--- src/rtl/step_sequencer.sv ---
// step_sequencer: walks a 3-bit step index for a 74138-style decoder.
// One active-low strobe per step, with ready-driven wait states, a
// wait-state timeout, abort, and one-cycle done/timeout pulses.
// Every output comes straight from a flop.
module step_sequencer #(
    parameter int MAX_WAIT = 15
) (
    input  logic       clk,
    input  logic       rst,
    input  logic       start,
    input  logic [2:0] last_step,
    input  logic       ready,
    input  logic       abort,
    output logic [2:0] A,
    output logic       N_E1,
    output logic       N_E2,
    output logic       E3,
    output logic       busy,
    output logic       done,
    output logic       timeout
);

    // Wait counter is wide enough to hold MAX_WAIT; at least one bit.
    localparam int WW = (MAX_WAIT < 1) ? 1 : $clog2(MAX_WAIT + 1);
    localparam logic [WW-1:0] WC_SAT = {WW{1'b1}};

    typedef enum logic [1:0] {
        S_IDLE = 2'd0,
        S_RUN  = 2'd1,
        S_DONE = 2'd2
    } state_t;

    state_t          r_state;
    logic [2:0]      r_a;
    logic [2:0]      r_lim;
    logic [WW-1:0]   r_wait_cnt;
    logic            r_ne1;
    logic            r_ne2;
    logic            r_e3;
    logic            r_busy;
    logic            r_done;
    logic            r_timeout;

    assign A       = r_a;
    assign N_E1    = r_ne1;
    assign N_E2    = r_ne2;
    assign E3      = r_e3;
    assign busy    = r_busy;
    assign done    = r_done;
    assign timeout = r_timeout;

    // Sequencer FSM: outputs are registered from the next state, so the
    // decoder enables track RUN exactly and pulses last a single cycle.
    always_ff @(posedge clk) begin
        if (rst) begin
            r_state    <= S_IDLE;
            r_a        <= 3'd0;
            r_lim      <= 3'd0;
            r_wait_cnt <= '0;
            r_ne1      <= 1'b1;
            r_ne2      <= 1'b1;
            r_e3       <= 1'b0;
            r_busy     <= 1'b0;
            r_done     <= 1'b0;
            r_timeout  <= 1'b0;
        end else if (abort) begin
            // Kill whatever is running; A keeps its last value.
            r_state    <= S_IDLE;
            r_wait_cnt <= '0;
            r_ne1      <= 1'b1;
            r_ne2      <= 1'b1;
            r_e3       <= 1'b0;
            r_busy     <= 1'b0;
            r_done     <= 1'b0;
            r_timeout  <= 1'b0;
        end else begin
            r_done    <= 1'b0;
            r_timeout <= 1'b0;
            case (r_state)
                S_IDLE, S_DONE: begin
                    if (start) begin
                        r_state    <= S_RUN;
                        r_lim      <= last_step;
                        r_a        <= 3'd0;
                        r_wait_cnt <= '0;
                        r_ne1      <= 1'b0;
                        r_ne2      <= 1'b0;
                        r_e3       <= 1'b1;
                        r_busy     <= 1'b1;
                    end else begin
                        r_state <= S_IDLE;
                    end
                end
                S_RUN: begin
                    if (ready) begin
                        r_wait_cnt <= '0;
                        if (r_a != r_lim) begin
                            r_a <= r_a + 3'd1;
                        end else begin
                            // Last step completed; A stays at lim.
                            r_state <= S_DONE;
                            r_ne1   <= 1'b1;
                            r_ne2   <= 1'b1;
                            r_e3    <= 1'b0;
                            r_busy  <= 1'b0;
                            r_done  <= 1'b1;
                        end
                    end else if (MAX_WAIT != 0 && int'(r_wait_cnt) == MAX_WAIT - 1) begin
                        // Step stalled too long: give up without done.
                        r_state    <= S_IDLE;
                        r_wait_cnt <= '0;
                        r_ne1      <= 1'b1;
                        r_ne2      <= 1'b1;
                        r_e3       <= 1'b0;
                        r_busy     <= 1'b0;
                        r_timeout  <= 1'b1;
                    end else if (r_wait_cnt != WC_SAT) begin
                        // Stretch the strobe; counter saturates instead of wrapping.
                        r_wait_cnt <= r_wait_cnt + 1'b1;
                    end
                end
                default: begin
                    r_state <= S_IDLE;
                    r_ne1   <= 1'b1;
                    r_ne2   <= 1'b1;
                    r_e3    <= 1'b0;
                    r_busy  <= 1'b0;
                end
            endcase
        end
    end

endmodule

--- config.mk ---
export PLATFORM = sky130hd
export DESIGN_NAME = step_sequencer
export DESIGN_NICKNAME = d
export VERILOG_FILES = /design/src/rtl/step_sequencer.sv
export SDC_FILE = /design/constraint.sdc
export NUM_CORES = 1
export LEC_CHECK = 0
export ABC_CLOCK_PERIOD_IN_PS = 2000
export BUFFER_PORTS_ARGS = -buffer_cell sky130_fd_sc_hd__buf_4
export CAP_MARGIN = 20
export CORE_ASPECT_RATIO = 1.1
export CORE_MARGIN = 5
export CORE_UTILIZATION = 44
export DETAILED_ROUTE_END_ITERATION = 7
export GPL_TIMING_DRIVEN = 0
export PLACE_DENSITY_LB_ADDON = 0.25
export SYNTH_ARGS = -nofsm -noshare
export SYNTH_HDL_FRONTEND = slang
export SYNTH_SLANG_ARGS = --single-unit
--- constraint.sdc ---
create_clock -name clk -period 2 [get_ports clk]
set_clock_uncertainty 0.05 [all_clocks]
set_input_delay 0.3 -clock clk [delete_from_list [all_inputs] [get_ports clk]]
set_output_delay 0.3 -clock clk [all_outputs]
set_load 0.01 [all_outputs]
==> metrics.md, run 1 <==
| Metric | Value |
|---|---|
| Hold Path Origin | `rst` |
| Vias in the first global route | `600` |
| CP cell instances | `nor2b_1, clkbuf_1, nand2_1, or4_1, o21ai_0` |
| CTS Root Cell | `clkbuf_4` |
| Sw Ratio | `23.58%` |
| Hold Path Class | `primary input to flip-flop` |
| FP Rows | `15` |
| Cells after Synth | `90` |
| Relative slew slack | `75.21%` |
| Period minus WS final | `1657 ps` |
| WP data required | `2150 ps` |
| Post-CTS resize count | `0` |
| Port bufs | `16` |
| Total setup buffers inserted after CTS | `0` |
| Post-synthesis cell area | `740.7 um^2` |
| Critical Path Source | `r_state[0]` |
| Placed cell areas | `882.1 um^2` |
| Setup TNS Final | `0 ps` |
| Post-synthesis sequential area ratio | `~43%` |
| Core area | `between 1500 and 2000 um^2` |
| Via-to-Cell Ratio | `5.532` |
| Final Max Slew Viols | `0` |
| WL/cell | `12.43 um` |
| Fin nets | `120` |
| Clock power share | `roughly 28%` |
| Slowest-stage cell, CP | `or4_1` |
| First-pass GRT wire length | `around 2600 um` |
| Max Freq | `a little over 600 MHz` |
| Initial DRC Count | `6` |
| Antenna violation net count after detailed routing | `0` |
| Period utilization | `82.87%` |
| Share of cells above drive strength 1 | `22.02%` |
| I/O Pins | `17` |
| # diodes | `0` |
| Die ar. | `2605 um^2` |
| FF+latch count, synth | `16` |
| CTS Buffer Depth | `2` |
| Area grow syn2layout | `22.13%` |
| Clock Sinks | `16` |
| All-layer global routing usage | `12.84%` |
| Critical Path Sink Type | `flip-flop` |
| Slew at the pin closest to its max-slew limit | `368.0 ps` |
| Main synth FF type | `dfxtp_1` |
| CTS tree | `done` |
| CP max stage delay | `roughly 470 ps` |
| Largest net degree at the start of global routing | `11` |
| Die Y | `~53 um` |
| Drt first pass iters | `4` |
| Reg2reg start | `r_state[0]` |
| Initial antenna violation count | `0` |
| Internal power | `0.4284 mW` |
| Post-Syn Area per Cell | `approximately 8 um^2` |
| Final setup vio count | `0` |
| Fin Hold WS | `179.2 ps` |
| Switching Power | `0.1322 mW` |
| H-Tree Depth | `1` |
| Via count | `697` |
| DRT Wirelength | `1566 um` |
| Die X | `49.12 um` |
| Synthesis Warnings | `0` |
| Ys async rst share | `0%` |
| Cell variety after synth | `28` |
| Worst skew pair latency | `270 ps` |
| Crit path arrival time | `around 1800 ps` |
| Final Cell Area | `~900 um^2` |
| Initial Utilization | `46.98%` |
| Worst VDD drop | `0.3288 mV` |
| Final Hold Fails | `0` |
| Status | `finished clean` |
| DP Wirelength | `1197 um` |
| MaxCap Viol Count | `0` |
| Clk pin slew, worst setup/hold paths | `approximately 80 ps` |
| Number of synthesized flops with an enable pin | `0` |
| Leak | `0.3456 nW` |
| DRC | `0` |
| Max FO, Critical Path | `8` |
| Total CTS buffers | `3` |
| GR Overflow Total | `0` |
| Logic gate share of total power | `12.5%` |
| RSZ-0062 raised after global routing | `no` |
| P per Cell Area | `619.7 nW/um^2` |
| Syn_nets | `99` |
| Hold buffer count at CTS | `0` |
| Startpoint Class | `flip-flop` |
| Crit path kind | `flip-flop to flip-flop` |
| Routability cong. | `between 0.8 and 0.9` |
| Sequential cell fraction of total power | `59.1%` |
metrics by stage:
step	power (mW)	utilization [%]	std cells	setup WS, ps
final	0.5606	57.38	126	342.6
after global routing	0.5943	57.38	126	216.2
after CTS	0.5722	57.38	126	335.7
after detailed placement	0.4091	55.95	123	364.8
after global placement	0.4076	55.95	123	399.5
after floorplan	0.3782	-	90	430.0
layer usage:
metal	wire [um]	share of wire (%)	track usage [%]
met1	696	44	13.75
met2	761	49	21.03
met3	91	5.8	5.070
met4	17	1.1	8.072
met5	0	0	0
critical path: cells and delay by family, from the launching register on:
family,cells,cell delay (ps)
compound gates,1,80
buf+inv,1,270
flops,1,410
simple gates,3,780
cell usage in the layout (no fill, tap or decap):
| cell type | Yosys | routed |
|---|---|---|
| nor2b_1 | 2 | 2 |
| o21ai_0 | 10 | 10 |
| a21oi_1 | 9 | 9 |
| nand3b_1 | 1 | 1 |
| xnor2_1 | 3 | 3 |
| nor3_1 | 1 | 1 |
| buf_4 | 2 | 18 |
| a311o_1 | 1 | 1 |
| clkbuf_1 | 3 | 3 |
| nand4b_1 | 1 | 1 |
| nand2_1 | 8 | 8 |
| inv_1 | 3 | 3 |
| dfxtp_1 | 16 | 16 |
| nor2_1 | 7 | 7 |
| nand3_1 | 4 | 4 |
| or3b_1 | 1 | 1 |
| or3_1 | 2 | 2 |
| a31oi_1 | 2 | 2 |
| o31a_1 | 1 | 1 |
| o211a_1 | 1 | 1 |
| or2_2 | 3 | 3 |
| or4_1 | 1 | 1 |
| nand4_1 | 1 | 1 |
| clkbuf_4 | 0 | 3 |
| ha_1 | 1 | 1 |
| o211ai_1 | 1 | 1 |
| a41oi_1 | 1 | 1 |
| nand2b_1 | 3 | 3 |
| a221oi_1 | 1 | 1 |
registers in the layout, indices dropped and copies added, names as in the netlist:
signal,flops
r_wait_cnt,4
r_lim,3
A,3
busy,1
timeout,1
N_E2,1
done,1
r_state,2
path summary, 6_finish.rpt:
path | to | slack (ps) | depth (start not counted)
max | A[2] | 340 | 5
min | A[1] | 180 | 2
max reg2reg | A[2] | 340 | 5
min reg2reg | r_wait_cnt[3] | 440 | 2
layout make-up:
cell class / instances / area (um^2)
Clock buffer: 3 / 22.52
Sequential cell: 16 / 320.3
Timing Repair Buffer: 16 / 120.1
Inverter: 3 / 11.26
Tap cell: 17 / 21.27
Fill cell: 162 / 671.9
Multi-Input combinational cell: 66 / 382.9
Buffer: 5 / 26.28
Yosys cell counts, drive strengths merged, types with 2 or more instances:
cell,count,area [um^2]
o21ai,10,50.05
or3,2,12.51
xnor2,3,26.28
a21oi,9,45.04
clkbuf,3,11.26
nor2b,2,12.51
dfxtp,16,320.3
nor2,7,26.28
inv,3,11.26
or2,3,18.77
nand2,8,30.03
nand3,4,20.02
nand2b,3,18.77
buf,2,15.01
a31oi,2,12.51
power groups by stage:
| stage | sequential [mW] | combinational [mW] | clock, mW |
|---|---|---|---|
| 2_1_floorplan | 0.339 | 0.0391 | 0 |
| 3_3_place_gp | 0.339 | 0.0688 | 0 |
| 3_5_place_dp | 0.339 | 0.0702 | 0 |
| 4_1_cts | 0.331 | 0.0706 | 0.170 |
| 5_1_grt | 0.333 | 0.0781 | 0.183 |
| 6_report | 0.331 | 0.0703 | 0.159 |
cell families after synthesis:
group / share of synthesized area, %
flops: 43.24
compound gates: 21.79
fa+ha+maj: 1.689
xor+xnor: 3.548
buf+inv: 5.067
simple gates: 24.66
No activity file was read; power rests on OpenSTA's default activity.
==> run 2: changes to the inputs <==
Settings changed: ABC_CLOCK_PERIOD_IN_PS 2000 to 1700.
Clock period 2 ns to 1.7 ns, I/O delays scaled along.
==> metrics.md, run 2 (same netlist as run 1, synthesis figures left out) <==
| Metric | Value |
|---|---|
| Fillers | `164` |
| Hold Path Class | `primary input to flip-flop` |
| Clk pin slew, worst setup/hold paths | `80 ps` |
| # diodes | `0` |
| CTS Buffer Depth | `2` |
| Multi-input logic area | `382.9 um^2` |
| Die Y | `around 53 um` |
| Worst skew pair latency | `approximately 270 ps` |
| Setup TNS Final | `0 ps` |
| Critical Path Sink Type | `flip-flop` |
| Total setup buffers inserted after CTS | `0` |
| Area grow syn2layout | `22.47%` |
| FP Rows | `15` |
| Leak | `0.3495 nW` |
| Initial Utilization | `approximately 47%` |
| H-Tree Depth | `1` |
| Die X | `approximately 50 um` |
| Initial antenna violation count | `0` |
| Period minus WS final | `1602 ps` |
| I/O Pins | `17` |
| Clock Sinks | `16` |
| Period utilization | `94.24%` |
| Startpoint Class | `flip-flop` |
| Fin nets | `between 100 and 150` |
| MaxCap Viol Count | `0` |
| Slew at the pin closest to its max-slew limit | `368.0 ps` |
| Via count | `between 600 and 700` |
| CP max stage delay | `410 ps` |
| RSZ-0062 raised after global routing | `no` |
| Antenna violation net count after detailed routing | `0` |
| Final Hold Fails | `0` |
| Crit path kind | `flip-flop to flip-flop` |
| Max Freq | `624.2 MHz` |
| CP cell instances | `nand2b_1, a311o_1, or3b_1, a31oi_1` |
| First-pass GRT wire length | `between 2000 and 3000 um` |
| CP delay by family, top | `compound AO/OA/AOI/OAI gates` |
| Crit path arrival time | `1760 ps` |
| Max FO, Critical Path | `6` |
| WL met3 | `~91 um` |
| DP Wirelength | `1197 um` |
| Buffers and inverters on the worst path | `0` |
| Via-to-Cell Ratio | `5.540` |
| Routability cong. | `0.8355` |
| Vias in the first global route | `600` |
| Pwr Total | `0.6596 mW` |
| GR Overflow Total | `0` |
| Slowest-stage cell, CP | `dfxtp_1` |
| P per Cell Area | `727.1 nW/um^2` |
| Share of cells above drive strength 1 | `23.85%` |
| Most common cell after layout, fill and taps aside | `buf_4` |
| WP data required | `1860 ps` |
| WL/cell | `12.50 um` |
| Relative slew slack | `roughly 75%` |
| All-layer global routing usage | `about 13%` |
| CTS Root Cell | `clkbuf_4` |
| Post-Route M1 WL | `704 um` |
| Worst VDD drop | `roughly 0.45 mV` |
| Die ar. | `2605 um^2` |
| Core area | `1577 um^2` |
| DRC | `0` |
| Final Max Slew Viols | `0` |
| Commonest cells after routing, fill and taps aside | `buf_4, dfxtp_1, o21ai_0` |
| Max reg flops | `4` |
| Drt first pass iters | `4` |
| Register Area | `321.6 um^2` |
| Final setup vio count | `0` |
| DRT Wirelength | `roughly 1600 um` |
| Fin Hold WS | `134.2 ps` |
| Uppermost layer routed | `met4` |
| Port bufs | `16` |
| Largest net degree at the start of global routing | `11` |
| Initial DRC Count | `7` |
| Total CTS buffers | `3` |
| Biggest register | `r_wait_cnt` |
| CTS tree | `done` |
| Met2 Wirelength | `762 um` |
| Status | `finished clean` |
run 2: cell counts in the layout (fill, tap and decap cells not counted):
Identical to the previous run, type by type.
run 2: what timing repair did:
item / 4_1_cts / 5_1_grt
hold buffers: 0 / 0
gates resized for setup: 0 / 3
setup endpoints to repair: 0 / 2
run 2: area by class of cell:
type / count / area share (%)
flip-flops and latches: 16 / 35.45
multi-input cells: 66 / 42.21
plain buffers: 5 / 3.034
inverters: 3 / 1.241
well taps: 17 / 2.345
repair buffers: 16 / 13.24
clock buffers: 3 / 2.483
run 2: where the power goes:
| part | switching, mW | leakage, nW | internal, mW | total [mW] |
|---|---|---|---|---|
| Sequential | 0.00702 | 0.130 | 0.383 | 0.390 |
| Combinational | 0.0438 | 0.205 | 0.0394 | 0.0832 |
| Clock | 0.104 | 0.0138 | 0.0820 | 0.186 |
run 2: routing by layer:
metal  GRT usage, %  vias up
li1               -      358
met1          13.75      325
met2          21.03       13
met3          5.070        2
met4          8.072        0
met5              0        -
run 2: final timing paths:
| check | from | end | slack, ps | cells past startpoint |
|---|---|---|---|---|
| worst min register to register | r_wait_cnt[3] | r_wait_cnt[3] | 440 | 2 |
| worst min-delay path | rst | A[1] | 130 | 2 |
| worst max-delay path | r_state[0] | A[1] | 100 | 4 |
| worst max register to register | r_state[0] | A[1] | 100 | 4 |
run 2: stage by stage:
step / worst slack (ps) / cell area (um^2) / instances / util (%)
CTS: 35.65 / 904.6 / 126 / 57.38
finish: 97.98 / 907.1 / 126 / 57.54
floorplan: 130.0 / 740.7 / 90 / -
global placement: 99.50 / 882.1 / 123 / 55.95
global route: 1.645 / 907.1 / 126 / 57.54
detailed placement: 64.81 / 882.1 / 123 / 55.95
==> run 3: changes to the inputs <==
Settings changed: CORE_ASPECT_RATIO 1.1 to not set, SETUP_SLACK_MARGIN set to 0.05.
==> metrics.md, run 3 (same netlist as run 1, synthesis figures left out) <==
| Metric | Value |
|---|---|
| Status | `finished clean` |
| Largest net degree at the start of global routing | `11` |
| Die ar. | `2604 um^2` |
| Hold Path Class | `primary input to flip-flop` |
| Die X | `51.03 um` |
| DRC | `0` |
| Die Y | `51.03 um` |
| Final Max Slew Viols | `0` |
| Crit path kind | `flip-flop to flip-flop` |
| Period utilization | `93.15%` |
| RSZ-0062 raised after global routing | `no` |
| Fin Hold WS | `131.0 ps` |
| WL/cell | `12.38 um` |
| Leak | `0.3550 nW` |
| Clock Sinks | `16` |
| CTS Root Cell | `clkbuf_4` |
| Relative slew slack | `74.31%` |
| Max reg flops | `4` |
| P per Cell Area | `728.4 nW/um^2` |
| Setup TNS Final | `0 ps` |
| Biggest register | `r_wait_cnt` |
| Routability cong. | `0.7257` |
| DRT Wirelength | `1560 um` |
| WP data required | `1860 ps` |
| Worst skew pair latency | `280 ps` |
| Reg2reg start | `A[1]` |
| Pwr Total | `0.6680 mW` |
| Max FO, Critical Path | `6` |
| MaxCap Viol Count | `0` |
| Vias in the first global route | `641` |
| H-Tree Depth | `1` |
| Final setup vio count | `0` |
| Final Hold Fails | `0` |
| Commonest cells after routing, fill and taps aside | `buf_4, dfxtp_1, o21ai_0` |
| Most common cell after layout, fill and taps aside | `buf_4` |
| Area grow syn2layout | `23.82%` |
| Max Freq | `631.5 MHz` |
| Placed cell areas | `just under 900 um^2` |
| Startpoint Class | `flip-flop` |
| Worst VDD drop | `0.4073 mV` |
| Via-to-Cell Ratio | `5.690` |
| Hold Path Origin | `rst` |
| Via count | `roughly 720` |
| # diodes | `0` |
| Fin nets | `121` |
| Critical Path Sink Type | `flip-flop` |
| All-layer global routing usage | `13.40%` |
| I/O Pins | `17` |
| Fillers | `about 160` |
| Slew at the pin closest to its max-slew limit | `381.3 ps` |
| Port bufs | `16` |
| FP Rows | `14` |
| Antenna violation net count after detailed routing | `0` |
| CTS tree | `done` |
| Share of cells above drive strength 1 | `roughly 25%` |
| Initial DRC Count | `15` |
| CTS Buffer Depth | `2` |
| Critical Path Source | `A[1]` |
| GR Overflow Total | `0` |
| Core area | `1559 um^2` |
| Final Cell Area | `917.1 um^2` |
| Drt first pass iters | `4` |
| DP Wirelength | `1199 um` |
| Clk pin slew, worst setup/hold paths | `90 ps` |
| Crit path arrival time | `~1700 ps` |
| Total CTS buffers | `3` |
| Period minus WS final | `roughly 1600 ps` |
| Initial antenna violation count | `0` |
| First-pass GRT wire length | `2760 um` |
| Final core occ | `58.83%` |
| Initial Utilization | `~48%` |
==> run 3: repair_timing <==
action	in CTS	in global routing
cloned	0	0
pin swaps	0	2
buffers inserted	0	1
resized for setup	2	3
setup endpoints to repair	2	3
hold buffers	0	0
==> run 3: final cells by class <==
cell class | instances | area, um^2 | area share, %
Buffer | 5 | 30.03 | 3.274
Clock buffer | 3 | 22.52 | 2.456
Multi-Input combinational cell | 66 | 382.9 | 41.75
Inverter | 3 | 11.26 | 1.228
Tap cell | 16 | 20.02 | 2.183
Timing Repair Buffer | 17 | 127.6 | 13.92
Sequential cell | 16 | 322.8 | 35.20
==> run 3: worst paths after layout <==
check          to  slack [ps]  depth (start not counted)
min reg2reg  busy         430                          1
max          A[1]         120                          4
min          A[0]         130                          2
max reg2reg  A[1]         120                          4
==> run 3: critical path: stages (launching register included) <==
cell and delay [ps]:
dfxtp_1 420, xnor2_1 120, a311o_1 390, or3b_1 390
a31oi_1 140
==> run 3: through the flow <==
stage	setup slack, ps	instances
after floorplan	130.0	90
after global placement	78.33	122
after detailed placement	23.53	122
after CTS	78.30	125
after global routing	49.52	126
final	116.5	126
==> run 3: per-layer routing <==
metal / global-route usage, % / share of wire (%) / vias up
met5: 0 / 0 / -
met4: 5.381 / 0.90 / 0
met3: 2.616 / 3.3 / 2
met2: 21.03 / 48 / 16
met1: 18.00 / 48 / 337
li1: - / - / 362
==> run 3: report_power, final <==
part           internal, mW  total [mW]  switching, mW
clock network        0.0822       0.193          0.111
logic                0.0405      0.0845         0.0440
registers             0.383       0.390        0.00709
